--- src/rtl/tone_dir_detector.sv ---
// Tone/button direction detector.
// A channel becomes the direction once it has been seen high for HOLD_CYCLES
// samples, with short low gaps (up to DROP_CYCLES) tolerated. After a detection
// the block stays locked until every input has been low for DROP_CYCLES+1
// samples, so a held button never fires twice.
//
// state  | meaning
// IDLE   | detection disabled, everything cleared
// ARM    | looking for / qualifying a candidate channel
// LOCKED | direction reported, waiting for all inputs to release
module tone_dir_detector #(
  parameter int NUM_CH      = 4,
  parameter int HOLD_CYCLES = 50_000_000,
  parameter int DROP_CYCLES = 0,
  parameter int CNT_W       = 26,
  parameter int CODE_W      = 3,
  parameter int LATCH_MODE  = 1
) (
  input  logic              clk,
  input  logic              rst,
  input  logic              enableToneDetection,
  input  logic [NUM_CH-1:0] toneIn,
  output logic [CODE_W-1:0] toneDir,
  output logic              toneValid,
  output logic              toneLocked
);

  localparam int CH_W = (NUM_CH > 1) ? $clog2(NUM_CH) : 1;
  localparam longint CNT_MAX = (64'd1 << CNT_W) - 64'd1;
  localparam logic [CNT_W-1:0] HOLD_LIM = CNT_W'(HOLD_CYCLES);
  localparam logic [CNT_W-1:0] DROP_LIM = CNT_W'(DROP_CYCLES + 1);

  if (NUM_CH < 1 || NUM_CH > 15) begin : g_bad_num_ch
    $error("tone_dir_detector: NUM_CH must be 1..15");
  end
  if (HOLD_CYCLES < 1 || longint'(HOLD_CYCLES) > CNT_MAX) begin : g_bad_hold
    $error("tone_dir_detector: HOLD_CYCLES out of range for CNT_W");
  end
  if (DROP_CYCLES < 0 || longint'(DROP_CYCLES) + 64'd1 > CNT_MAX) begin : g_bad_drop
    $error("tone_dir_detector: DROP_CYCLES+1 out of range for CNT_W");
  end
  if ((64'd1 << CODE_W) < longint'(NUM_CH + 1)) begin : g_bad_code
    $error("tone_dir_detector: CODE_W too narrow for NUM_CH");
  end

  typedef enum logic [1:0] {IDLE, ARM, LOCKED} state_t;

  state_t            state, state_nxt;
  logic              cand_vld, cand_vld_nxt;
  logic [CH_W-1:0]   cand, cand_nxt;
  logic [CNT_W-1:0]  hold_cnt, hold_nxt;
  logic [CNT_W-1:0]  drop_cnt, drop_nxt;
  logic [CODE_W-1:0] dir_nxt;
  logic              valid_nxt;

  logic              any_hi;
  logic [CH_W-1:0]   sel_idx;
  logic              cand_hi;
  logic [CNT_W-1:0]  hold_inc, drop_inc;
  logic              do_det;
  logic [CH_W-1:0]   det_idx;

  // Lowest-index active channel wins when several are high together.
  always_comb begin
    any_hi  = 1'b0;
    sel_idx = '0;
    for (int i = NUM_CH - 1; i >= 0; i--) begin
      if (toneIn[i]) begin
        any_hi  = 1'b1;
        sel_idx = CH_W'(i);
      end
    end
  end

  assign cand_hi  = toneIn[cand];
  assign hold_inc = hold_cnt + CNT_W'(1);
  assign drop_inc = drop_cnt + CNT_W'(1);

  // State register.
  always_ff @(posedge clk or negedge rst) begin
    if (!rst) state <= IDLE;
    else      state <= state_nxt;
  end

  // Next-state and datapath updates; disable overrides every state.
  always_comb begin
    state_nxt    = state;
    cand_vld_nxt = cand_vld;
    cand_nxt     = cand;
    hold_nxt     = hold_cnt;
    drop_nxt     = drop_cnt;
    dir_nxt      = toneDir;
    valid_nxt    = 1'b0;
    do_det       = 1'b0;
    det_idx      = cand;
    if (!enableToneDetection) begin
      state_nxt    = IDLE;
      cand_vld_nxt = 1'b0;
      cand_nxt     = '0;
      hold_nxt     = '0;
      drop_nxt     = '0;
      dir_nxt      = '0;
    end else begin
      case (state)
        IDLE: state_nxt = ARM;
        ARM: begin
          if (!cand_vld) begin
            if (any_hi) begin
              if (HOLD_LIM == CNT_W'(1)) begin
                do_det  = 1'b1;
                det_idx = sel_idx;
              end else begin
                cand_vld_nxt = 1'b1;
                cand_nxt     = sel_idx;
                hold_nxt     = CNT_W'(1);
                drop_nxt     = '0;
              end
            end
          end else if (cand_hi) begin
            drop_nxt = '0;
            if (hold_inc == HOLD_LIM) do_det = 1'b1;
            else                      hold_nxt = hold_inc;
          end else if (drop_inc == DROP_LIM) begin
            // Candidate lost: forget it silently, reselect next edge.
            cand_vld_nxt = 1'b0;
            cand_nxt     = '0;
            hold_nxt     = '0;
            drop_nxt     = '0;
          end else begin
            drop_nxt = drop_inc;
          end
        end
        LOCKED: begin
          if (any_hi) begin
            drop_nxt = '0;
          end else if (drop_inc == DROP_LIM) begin
            state_nxt = ARM;
            drop_nxt  = '0;
            if (LATCH_MODE == 0) dir_nxt = '0;
          end else begin
            drop_nxt = drop_inc;
          end
        end
        default: state_nxt = IDLE;
      endcase
      if (do_det) begin
        state_nxt    = LOCKED;
        dir_nxt      = CODE_W'(det_idx) + CODE_W'(1);
        valid_nxt    = 1'b1;
        cand_vld_nxt = 1'b0;
        cand_nxt     = '0;
        hold_nxt     = '0;
        drop_nxt     = '0;
      end
    end
  end

  // Candidate, counters and registered outputs.
  always_ff @(posedge clk or negedge rst) begin
    if (!rst) begin
      cand_vld  <= 1'b0;
      cand      <= '0;
      hold_cnt  <= '0;
      drop_cnt  <= '0;
      toneDir   <= '0;
      toneValid <= 1'b0;
    end else begin
      cand_vld  <= cand_vld_nxt;
      cand      <= cand_nxt;
      hold_cnt  <= hold_nxt;
      drop_cnt  <= drop_nxt;
      toneDir   <= dir_nxt;
      toneValid <= valid_nxt;
    end
  end

  // Lock indication follows the state register directly.
  always_comb begin
    toneLocked = (state == LOCKED);
  end

endmodule

--- config.mk ---
export PLATFORM = sky130hd
export DESIGN_NAME = tone_dir_detector
export DESIGN_NICKNAME = d
export VERILOG_FILES = /design/src/rtl/tone_dir_detector.sv
export SDC_FILE = /design/constraint.sdc
export NUM_CORES = 1
export LEC_CHECK = 0
export ABC_AREA = 0
export ABC_CLOCK_PERIOD_IN_PS = 7100
export CAP_MARGIN = 20
export CORE_AREA = 5 5 113 115
export CTS_BUF_LIST = sky130_fd_sc_hd__clkbuf_4
export CTS_CLUSTER_DIAMETER = 200
export DETAILED_ROUTE_END_ITERATION = 7
export DIE_AREA = 0 0 118 120
export PLACE_DENSITY_LB_ADDON = 0.2
export RECOVER_POWER = 50
export SLEW_MARGIN = 10
export SYNTH_ARGS = -nofsm -noshare
export SYNTH_HDL_FRONTEND = slang
export SYNTH_SLANG_ARGS = --single-unit
--- constraint.sdc ---
create_clock -name clk -period 7.1 [get_ports clk]
set_input_delay 1.065 -clock clk [delete_from_list [all_inputs] [get_ports clk]]
set_output_delay 1.065 -clock clk [all_outputs]
set_load 0.02 [all_outputs]
==> impl_metrics.tcl <==
set metrics [dict create \
    routed_wl_um 11980 \
    routabilityCongestion 0.8522 \
    p_int_uw 472.2 \
    mappedNetlistNets 569 \
    vias 4246 \
    viasPerCell 6.101 \
    rsz0062_at_grt "false" \
    power.share.clock 0.392 \
    drive_above_1_share 0.07832 \
    worstPathMaxFanout 20 \
    fin_hold_ws_ns 0.5290 \
    die_height_um 120 \
    hold_path_class "reg -> reg" \
    netlist_instances 557 \
    io_pins 12 \
    power.density_nw_per_um2 134.3 \
    cts_buffer_depth 2 \
    final_cells 696 \
    die_w_um 118 \
    finalSetupTns_ns 0 \
    path_class "reg -> reg" \
    final_util 0.4112 \
    pwr-share-comb 0.064 \
    drtAntennaViolNets 0 \
    cts_tree "yes" \
    cp-start-kind "register" \
    grt-ovfl-total 0 \
    ir_drop_uv 87.69 \
    drc 0 \
    fillers 1242 \
    io_buffer_count 11 \
    grt_pass1_vias 4002 \
    required_ns 7.40 \
    synth_seq_cells 61 \
    cts-buffers-inserted 9 \
    period_share 0.6762 \
    syn_avg_cell_area_um2 8.197 \
    relSlewSlack -1.261 \
    htreeDepth 3 \
    antennaDiodeCount 0 \
    clock_tree.root_cell "clkbuf_4" \
    setup-violations-final 0 \
    start_util 0.3899 \
    area_delta_synth_final_pct 5.481 \
    die_area_um2 14160 \
    grt_util_all_layers 0.1745 \
    p_sw_uw 174.5 \
    violations "max-capacitance violations, max-slew violations" \
    max_freq_ghz 0.2083 \
    synthFlopType "dfrtp_1" \
    fp-row-count 40 \
    status "finished with violations" \
    clk_pin_slew_ns 0.10 \
    pwr-share-seq 0.545 \
    skew_ns 0.02551 \
    hpwl_um 8239 \
    fin_ws_ns 2.299 \
    synth_cell_type_count 71 \
    core_um2 11710 \
    drt_iter0_drc 317 \
    dr.pass1.iters 5 \
    swShare 0.2698 \
    cp-end-kind "register" \
    ys_warn_count 0 \
    final-max-slew-violation-count 62 \
    wl_per_cell_um 17.21 \
    nNetsFinal 556 \
    cts-resized-gates 0 \
    synth_area_um2 4566 \
    clkLatencyLatePin_ns 0.45 \
    cts_setup_buffers 0 \
    grt_first_pass_wirelength_um 20530 \
    tightest_slew_ns 3.391 \
    grt_antenna_before_repair 0 \
    cts.sinks 61 \
    ys_async_sr_fraction 1.000 \
    synth_edf_count 0 \
    drv_cap 1 \
    leakage_uw 0.001802 \
    hold_viol 0 \
    arrival_ns 5.10 \
    synth-seq-area-share 0.3343 \
    grt_max_degree 62 \
    place_worst_setup_slack_ns 2.321 \
    holdBufCountCts 0 \
    placed_cells 679 \
    min_period_ns 4.801 \
]
==> path summary, 6_finish.rpt <==
path                            cells past startpoint  slack [ns]      endpoint          from
worst max register to register                      9        2.30   drop_cnt[4]   drop_cnt[4]
max in group asynchronous                           2        3.35  drop_cnt[14]           rst
min in group asynchronous                           2        1.86  hold_cnt[19]           rst
worst max-delay path                                9        2.30   drop_cnt[4]   drop_cnt[4]
worst min register to register                      1        0.53  drop_cnt[22]  drop_cnt[22]
worst min-delay path                                1        0.53  drop_cnt[22]  drop_cnt[22]
==> cells in the final DEF, fill, tap and decap left out, drive strengths merged, types with 5 or more instances in the layout <==
master | synthesis | layout
nand2b | 12 | 12
ha | 5 | 5
mux2i | 5 | 5
clkdlybuf4s50 | 0 | 8
and2 | 8 | 8
o41ai | 9 | 9
nand4 | 23 | 23
dfrtp | 61 | 61
inv | 24 | 24
xnor2 | 10 | 10
clkbuf | 10 | 11
nor4 | 17 | 17
and3 | 13 | 13
o31ai | 12 | 12
or3 | 11 | 11
o22ai | 9 | 9
a21oi | 23 | 23
nor3 | 29 | 29
or4 | 9 | 9
and4 | 7 | 7
nand3 | 42 | 42
nor2 | 29 | 29
o21ai | 48 | 48
nor2b | 8 | 8
nand2 | 50 | 50
a31oi | 5 | 5
==> sequential cells by signal, indices dropped and copies added, names as in the netlist <==
name and count:
state 2, drop_cnt 26, hold_cnt 26, cand_vld 1, toneValid 1, cand 2
toneDir 3
==> Yosys cell counts (all sizes together), types with 3 or more instances <==
master / number / area (um2)
nand2b: 12 / 75.07
nand2: 50 / 187.7
nor3: 29 / 155.2
nand3: 42 / 232.7
and3: 13 / 81.33
a21oi: 23 / 115.1
xnor2: 10 / 87.58
or4: 9 / 67.56
o32ai: 3 / 26.28
mux2i: 5 / 50.05
nor2: 29 / 123.9
buf: 27 / 165.2
a31oi: 5 / 31.28
nor2b: 8 / 50.05
nor4: 17 / 136.4
or3: 11 / 68.82
inv: 24 / 90.09
o41ai: 9 / 86.34
and2: 8 / 50.05
and4: 7 / 61.31
dfrtp: 61 / 1526
a211oi: 4 / 30.03
o22ai: 9 / 56.30
o21a: 3 / 22.52
o21ai: 48 / 240.2
ha: 5 / 62.56
clkbuf: 10 / 37.54
nand4: 23 / 156.4
o31ai: 12 / 90.09
==> cells by family after synthesis <==
logic type,share of synthesized area
DFF,0.3343
AOI/OAI and AO/OA,0.2023
buffers and inverters,0.06413
adders and majority gates,0.01370
xor gates and xnor gates,0.02302
and+or+nand+nor,0.3417
muxes,0.02083
==> power groups by stage <==
stage | combinational, uW | sequential, uW | clock, uW
detailed placement | 41.2 | 359 | 0
global placement | 40.3 | 359 | 0
floorplan | 23.3 | 358 | 0
global route | 47.0 | 353 | 276
CTS | 41.4 | 352 | 263
finish | 41.1 | 352 | 253
==> metal layers <==
metal,wire length [um],part of all wire,up-vias,global-route usage
li1,-,-,2081,-
met1,5899,0.49,2076,0.2451
met2,5448,0.45,69,0.2649
met3,406,0.034,20,0.03110
met4,225,0.019,0,0.07168
met5,0,0,-,0
==> critical path, stage by stage (launching register included) <==
cell	delay (ns)
dfrtp_1	0.50
nand4_1	0.47
nor4_1	0.84
xnor2_1	0.24
o2111ai_1	0.13
or4b_1	0.56
nor4b_4	0.79
nor2_2	0.28
nand2_1	0.64
o21ai_0	0.20
==> cell type report <==
type	instances	area [um2]	area share
clock inverter	6	63.81	0.01325
timing repair buffer	13	123.9	0.02572
multi-input combinational	435	2753	0.5716
clock buffer	10	75.07	0.01559
sequential	61	1526	0.3170
inverter	24	90.09	0.01871
tap	147	183.9	0.03819
==> through the flow <==
stage          area, um2  total power [uW]
2_1_floorplan       4566             381.5
3_3_place_gp        4666             399.3
3_5_place_dp        4666             400.3
4_1_cts             4805             656.9
5_1_grt             4816             676.1
6_report            4816             646.7
Power figures use the tool's default switching activity.
